`src/rtl/gp_axis_pingpong_interface.sv`:
```
// gp_axis_pingpong_interface: ping-pong AXIS input banks feeding a start/done core, output buffer streamed with TLAST.
// Optional GP_AXIS_PINGPONG_STATS_EN adds frames_in/frames_out counters.
module gp_axis_pingpong_interface #(
    parameter int DATA_WIDTH   = 32,
    parameter int IN_DATA_NUM  = 8,
    parameter int OUT_DATA_NUM = 4,
    parameter int IN_ADR_W     = $clog2(IN_DATA_NUM),
    parameter int OUT_ADR_W    = $clog2(OUT_DATA_NUM)
) (
    input  logic                  clk,
    input  logic                  rst_n,
    input  logic [DATA_WIDTH-1:0] s_data,
    input  logic                  s_valid,
    input  logic                  s_last,
    output logic                  s_ready,
    output logic [DATA_WIDTH-1:0] m_data,
    output logic                  m_valid,
    output logic                  m_last,
    input  logic                  m_ready,
    output logic                  axisif_start,
    input  logic                  axisif_done,
    output logic                  axisif_bank,
    input  logic [IN_ADR_W-1:0]   axisif_bufferIn_adr,
    output logic [DATA_WIDTH-1:0] axisif_bufferIn_data,
    input  logic [OUT_ADR_W-1:0]  axisif_bufferOut_adr,
    input  logic [DATA_WIDTH-1:0] axisif_bufferOut_data,
    input  logic                  axisif_bufferOut_wr,
    output logic                  err_len
`ifdef GP_AXIS_PINGPONG_STATS_EN
    ,
    output logic [15:0]           frames_in,
    output logic [15:0]           frames_out
`endif
);
    typedef enum logic {RX_FILL, RX_DROP} rx_t;
    typedef enum logic [2:0] {C_IDLE, C_START, C_WAIT_LO, C_WAIT_HI, C_SEND} c_t;

    localparam logic [IN_ADR_W-1:0]  K_LAST = IN_ADR_W'(IN_DATA_NUM - 1);
    localparam logic [OUT_ADR_W-1:0] J_LAST = OUT_ADR_W'(OUT_DATA_NUM - 1);

    rx_t rx_state, rx_next;
    c_t c_state, c_next;
    logic run, wr_bank, rd_bank, bank;
    logic [1:0] full;
    logic [IN_ADR_W-1:0] k;
    logic [OUT_ADR_W-1:0] j;
    logic [DATA_WIDTH-1:0] in_buf [2][IN_DATA_NUM];
    logic [DATA_WIDTH-1:0] out_buf [OUT_DATA_NUM];
    logic accept, at_end, fill_set, err_set, release_bank, send, beat;

    // run holds s_ready low until the first clock after reset release
    assign s_ready      = run && (rx_state == RX_DROP || !full[wr_bank]);
    assign accept       = s_valid && s_ready;
    assign at_end       = k == K_LAST;
    assign fill_set     = accept && rx_state == RX_FILL && at_end;
    assign err_set      = accept && rx_state == RX_FILL && (at_end != s_last);
    assign send         = c_state == C_SEND;
    assign m_valid      = send;
    assign m_last       = send && j == J_LAST;
    assign m_data       = send ? out_buf[j] : '0;
    assign beat         = m_valid && m_ready;
    assign release_bank = c_state == C_WAIT_HI && axisif_done;
    assign axisif_start = c_state == C_START;
    assign axisif_bank  = bank;
    assign axisif_bufferIn_data = in_buf[bank][axisif_bufferIn_adr];

    always_comb begin
        rx_next = rx_state;
        if (rx_state == RX_FILL && fill_set && !s_last)
            rx_next = RX_DROP;
        else if (rx_state == RX_DROP && accept && s_last)
            rx_next = RX_FILL;
    end

    always_comb begin
        c_next = c_state;
        case (c_state)
            C_IDLE:    c_next = (full[rd_bank] && axisif_done) ? C_START : C_IDLE;
            C_START:   c_next = C_WAIT_LO;
            C_WAIT_LO: c_next = axisif_done ? C_WAIT_LO : C_WAIT_HI;
            C_WAIT_HI: c_next = axisif_done ? C_SEND : C_WAIT_HI;
            C_SEND:    c_next = (beat && m_last) ? C_IDLE : C_SEND;
            default:   c_next = C_IDLE;
        endcase
    end

    always_ff @(posedge clk or negedge rst_n) begin
        if (!rst_n) begin
            run      <= 1'b0;
            rx_state <= RX_FILL;
            c_state  <= C_IDLE;
            wr_bank  <= 1'b0;
            rd_bank  <= 1'b0;
            bank     <= 1'b0;
            full     <= '0;
            k        <= '0;
            j        <= '0;
            err_len  <= 1'b0;
        end else begin
            run      <= 1'b1;
            rx_state <= rx_next;
            c_state  <= c_next;
            // fill and release always target different banks, so both apply
            full     <= (full | (fill_set ? 2'b01 << wr_bank : 2'b00))
                        & ~(release_bank ? 2'b01 << rd_bank : 2'b00);
            if (fill_set)
                wr_bank <= !wr_bank;
            if (accept && rx_state == RX_FILL)
                k <= (at_end || s_last) ? '0 : k + 1'b1;
            if (err_set)
                err_len <= 1'b1;
            if (c_state == C_IDLE && c_next == C_START)
                bank <= rd_bank;
            if (release_bank)
                rd_bank <= !rd_bank;
            if (beat)
                j <= m_last ? '0 : j + 1'b1;
        end
    end

    always_ff @(posedge clk) begin
        if (accept && rx_state == RX_FILL)
            in_buf[wr_bank][k] <= s_data;
        if (axisif_bufferOut_wr)
            out_buf[axisif_bufferOut_adr] <= axisif_bufferOut_data;
    end

`ifdef GP_AXIS_PINGPONG_STATS_EN
    always_ff @(posedge clk or negedge rst_n) begin
        if (!rst_n) begin
            frames_in  <= '0;
            frames_out <= '0;
        end else begin
            if (fill_set)
                frames_in <= frames_in + 1'b1;
            if (beat && m_last)
                frames_out <= frames_out + 1'b1;
        end
    end
`endif
endmodule

```
`config.mk`:
```
export PLATFORM = sky130hd
export DESIGN_NAME = gp_axis_pingpong_interface
export DESIGN_NICKNAME = d
export VERILOG_FILES = /design/src/rtl/gp_axis_pingpong_interface.sv
export SDC_FILE = /design/constraint.sdc
export NUM_CORES = 1
export LEC_CHECK = 0
export BUFFER_PORTS_ARGS = -buffer_cell sky130_fd_sc_hd__buf_4
export CAP_MARGIN = 20
export CORE_ASPECT_RATIO = 0.7
export CORE_MARGIN = 2
export CORE_UTILIZATION = 50
export DETAILED_ROUTE_END_ITERATION = 8
export GPL_TIMING_DRIVEN = 0
export PLACE_DENSITY_LB_ADDON = 0.1
export SLEW_MARGIN = 20
export SYNTH_ARGS = -nofsm -noshare
export SYNTH_HDL_FRONTEND = slang
export SYNTH_SLANG_ARGS = --single-unit
```
`constraint.sdc`:
```
create_clock -name clk -period 6.3 [get_ports clk]
set_input_delay 0.63 -clock clk [delete_from_list [all_inputs] [get_ports clk]]
set_output_delay 0.63 -clock clk [all_outputs]
set_load 0.01 [all_outputs]
```
After elaboration in Yosys (flattened, before gate mapping) --
Memory sizes are Yosys's and may differ from the RTL's. Cells that the tools add are included.
Storage, ports and cells: register bits 16, latch bits 0, RAM bits 640, ROM bits 0, input bits 76, logic and storage cells 84, memories kept 2
Cells by class: $add $sub $neg 2, multiply operators 0, divide/modulo/power cells 0, magnitude comparators 5, equal/unequal tests 8, shift-type cells 2, muxes and demuxes 25, bitwise operators 6, reductions and logical operators 24
Memories:
- in_buf | depth 2, width 256, read ports 1, clocked after Yosys merged registers in 0, wr ports 1, line 47 | logic [DATA_WIDTH-1:0] in_buf [2][IN_DATA_NUM];
- out_buf | depth 4, width 32, read ports 1, clocked after Yosys merged registers in 0, wr ports 1, line 48 | logic [DATA_WIDTH-1:0] out_buf [OUT_DATA_NUM];
Operators by type and width (number):
- 256-bit 2-to-1 mux | 1
- 32-bit 2-to-1 mux | 4
- 32-bit binary-select mux with 3-bit select | 1
- 32-bit demux with 3-bit select | 1
- 1-bit logical AND | 16
- 3-bit case mux with 5 select lines | 1
- 1-bit 2-to-1 mux | 11
- 3-bit 2-to-1 mux | 3
- 4-bit greater-or-equal comparator, second input constant | 2
- 3-bit NOT with 4-bit output | 2
- 3-bit by 1-bit equality test with 1-bit output, second input constant | 2
- 3-bit by 2-bit equality test with 1-bit output, second input constant | 2
- 3-bit equality test, second input constant | 2
- 2-bit 2-to-1 mux | 3
- 1-bit logical NOT | 4
- 1-bit by 2-bit < comparator with 1-bit output, second input constant | 2
- 4-bit by 1-bit < comparator with 1-bit output, second input constant | 1
- 1-bit by 1-bit << shifter with 2-bit output, first input constant | 2
- 3-bit by 1-bit adder with 3-bit output, second input constant | 1
- 3-bit logical NOT | 1
- 2-bit by 1-bit adder with 2-bit output, second input constant | 1
- 2-bit bitwise AND | 1
- 2-bit equality test, second input constant | 1
- 1-bit logical OR | 2
- other kinds (5) | 5

Depth between registers and ports, before layout --
depth after elaboration 11, mapped depth 6, depth with buffers taken out 6

Worst setup path after synthesis --
No wires, ideal clock.
path type input-to-reg, start point input s_valid, end point memory in_buf[0][100] in the netlist's numbering, enable pin, setup time 501 ps, data arrival time 4370 ps, setup slack 1428 ps, stages on the path 4, path through nand2_1 or3_1 buf_2 nor4_1
On the way: word-level cells in the longest chain between the ends 4
RTL lines:
- from (decl) | line 13 | input logic s_valid,
- 1-bit logical AND | line 53 | assign accept = s_valid && s_ready;
- 1-bit logical AND | line 122 | if (accept && rx_state == RX_FILL)
- 1-bit 2-to-1 mux | line 122
- 256-bit 2-to-1 mux (not written as such) | line 123 | in_buf[wr_bank][k] <= s_data;
- to (decl) | line 47
Every way passes these cells.

Worst setup path in the final report --
start point register bank, in the netlist axisif_bank, end point output axisif_bufferIn_data[27]
On the way: word-level cells in the longest chain between the ends 4
RTL lines:
- from (decl) | line 43 | logic run, wr_bank, rd_bank, bank;
- from (signal assigned) | line 113 | bank <= rd_bank;
- memory 2 x 256 bit
- 32-bit binary-select mux with 3-bit select | line 65 | assign axisif_bufferIn_data = in_buf[bank][axisif_bufferIn_adr];
- 32-bit 2-to-1 mux (not written as such) (2 in series) | line 65
- to (decl) | line 24 | output logic [DATA_WIDTH-1:0] axisif_bufferIn_data,
Every way passes these cells. The select of a mux whose other input is x is not followed.

==> flow_summary.json <==
{
  "outcome": "completed",
  "vias_per_cell": 5.75,
  "syn-mean-instance-area_um2": 22.8,
  "whs_ns": 0.240,
  "synth_ff_type": "edfxtp_1",
  "crit_type": "reg -> out",
  "p_sw_frac": 0.229,
  "yosysMostFrequentCell": "edfxtp_1",
  "ys_warn_count": 0,
  "grt_pass1_vias": 12500,
  "crit_chain": "clkbuf_1 -> buf_6 -> buf_2 -> mux4_2 -> a22oi_1 -> nand2_1 -> buf_4",
  "wl_per_cell_um": 25.6,
  "die_area_mm2": 0.0516,
  "relSlewSlack": 0.391,
  "end_kind": "output pin",
  "synth.distinct_cells": 40,
  "portBuffers": 144,
  "multi_input_area_mm2": 0.00504,
  "place_hpwl_um": 37300,
  "p_comb_frac": 0.128,
  "synth-edff-count": 640,
  "synthMuxAreaShare": 0.147,
  "cp-start-kind": "register",
  "cp_top_family": "buffers and inverters",
  "setup_viol": 0,
  "p_int_uw": 7720,
  "die_y_um": 191,
  "min_period_ns": 3.69,
  "synth-seq-area-share": 0.789,
  "crit_buf_inv": 4,
  "tightestPinTransition_ns": 0.914,
  "synthTopCellsByCount": "edfxtp_1 (640), mux4_2 (160), a22oi_1 (64)",
  "firstDrtPassIters": 7,
  "path_clk_slew_ns": 0.06,
  "ff2ff_setup_slack_ns": 3.07,
  "synthArstFlopShare": 0.0244,
  "fin_nets": 1479,
  "root_buffer": "clkbuf_16",
  "finalCritPeriodShare": 0.585,
  "cts_buffer_depth": 3,
  "critical_path.slowest_cell": "mux4_2",
  "clk_latency_ns": 0.59,
  "p_seq_frac": 0.503,
  "grt_pass1_wl_um": 80500,
  "clkPwrFrac": 0.369,
  "vdd_drop_max_uv": 244,
  "synth_compound_gate_area_share": 0.0234,
  "die_x_um": 271,
  "finClkSkew_ns": 0.0142,
  "drc": 0,
  "synth_xor_area_frac": 0.000704,
  "synth-simple-area-share": 0.0246,
  "min_to": "out_buf[3][28]",
  "core_area_mm2": 0.0492,
  "syn-instance-count": 1092,
  "rows": 68,
  "maxCapViolCount": 0,
  "ctsResizeCount": 0,
  "cts_buffers": 66,
  "worst_r2r_endpoint": "in_buf[0][41]",
  "hold_class": "in -> reg",
  "cp.required_ns": 5.67,
  "placedInstanceArea_mm2": 0.0276,
  "worstHoldStart": "axisif_bufferOut_data[28]",
  "rr_worst_depth": 8,
  "rsz0062_at_grt": "false",
  "holdPathStages": 1,
  "n_fill_cell": 3587,
  "slew_viol_final": 0,
  "cp.arrival_ns": 3.06,
  "worstPathMaxFanout": 10,
  "seq_area_mm2": 0.0196,
  "synth_top_family_by_area": "multiplexers",
  "synth_top_area_frac": 0.773,
  "grt_use_total": 0.216,
  "max_freq_mhz": 271,
  "ant_nets": 0,
  "ys_ff_latch": 656,
  "synth_top_cell_by_area": "edfxtp_1",
  "start_util": 0.506,
  "switchingPower_uw": 2290,
  "cts_tree": "done",
  "pin_count": 146,
  "final_area_mm2": 0.0297,
  "clock_sinks": 656,
  "synth_nets": 1172,
  "synth_adder_area_share": 0.00201,
  "synth_area_mm2": 0.0249,
  "globalplace.congestion": 0.716,
  "grt_max_degree": 25,
  "synthTopCellsByArea": "edfxtp_1 (77%), mux4_2 (14%), a22oi_1 (1.9%)",
  "powerDensity_mw_per_mm2": 337,
  "grt_antenna_before_repair": 1,
  "routed_wirelength_um": 53900,
  "grt_overflow": 0,
  "worstReg2RegStart": "wr_bank",
  "hold_viol_final": 0,
  "p_leak_uw": 0.00988,
  "drive_gt1_frac": 0.372,
  "ctsHtreeMaxLevel": 3,
  "vias": 12100,
  "syn_to_final_growth_pct": 19.3,
  "cp_slowest_stage_delay_ns": 0.57,
  "drt_iter0_drc": 1360
}
[worst max-delay path by stage]
stage / startpoint / endpoint / cells past startpoint
6_report: axisif_bank / axisif_bufferIn_data[27] / 7
5_1_grt: axisif_bank / axisif_bufferIn_data[27] / 7
4_1_cts: axisif_bank / axisif_bufferIn_data[27] / 7
3_5_place_dp: axisif_bufferIn_adr[0] / axisif_bufferIn_data[27] / 6
3_3_place_gp: s_valid / in_buf[0][232] / 5
2_1_floorplan: s_valid / in_buf[0][100] / 4
[per-layer routing]
metal	track usage	vias to the layer above	wire, um
met5	0	-	0
met3	0.0418	92	3550
met1	0.328	6388	24600
li1	-	5235	-
met2	0.320	427	24400
met4	0.0663	0	1310
[power groups by stage]
stage	logic, uW	clock network (uW)	registers [uW]
after detailed placement	1300	0	5120
after CTS	1300	3780	5030
after global placement	1220	0	5140
final	1280	3690	5030
after global routing	1390	3940	5040
after floorplan	809	0	5120
[area by class of cell]
cell class,instances,share of cell area
diodes,1,0.0000843
plain buffers,60,0.00999
clock buffers,86,0.0632
clock inverters,28,0.00531
inverters,8,0.00101
multi-input cells,368,0.170
flip-flops and latches,656,0.661
well taps,665,0.0280
repair buffers,239,0.0614
[timing repair]
| item | CTS | global route |
|---|---|---|
| endpoints found under the hold margin | 16 | 0 |
| setup buffers | 0 | 0 |
| hold buffers | 1 | 0 |
[sequential cells by signal, indices dropped and copies added, names as in the netlist]
register / flops
c_state: 3
k: 3
run: 1
in_buf: 512
err_len: 1
full: 2
axisif_bank: 1
j: 2
out_buf: 128
wr_bank: 1
rx_state: 1
rd_bank: 1
[placed cells by master (no fill, tap or decap), types with 11 or more instances in the layout]
cell / count
and2_1: 34
dfrtp_1: 16
mux4_2: 160
buf_6: 14
clkinv_1: 11
a22oi_1: 64
nand2_1: 43
clkbuf_16: 73
clkbuf_1: 42
edfxtp_1: 640
clkinv_2: 14
nor3_2: 12
buf_4: 212
buf_2: 31
[through the flow]
step	TNS (ns)	utilization	setup slack (ns)	instances	total power [uW]
after floorplan	0	-	1.43	1092	5920
after global placement	-500.75	0.545	-2.71	1901	6360
after detailed placement	0	0.562	2.85	1995	6420
after CTS	0	0.603	2.56	2110	10100
after global routing	0	0.603	2.46	2110	10400
final	0	0.603	2.61	2111	10000
[kinds of logic after synthesis]
logic type,Yosys count
mux,165
flops,656
compound gates,78
buf+inv,68
xor+xnor,2
simple gates,118
other cells,1
fa+ha+maj,4
Power figures use the tool's default switching activity.
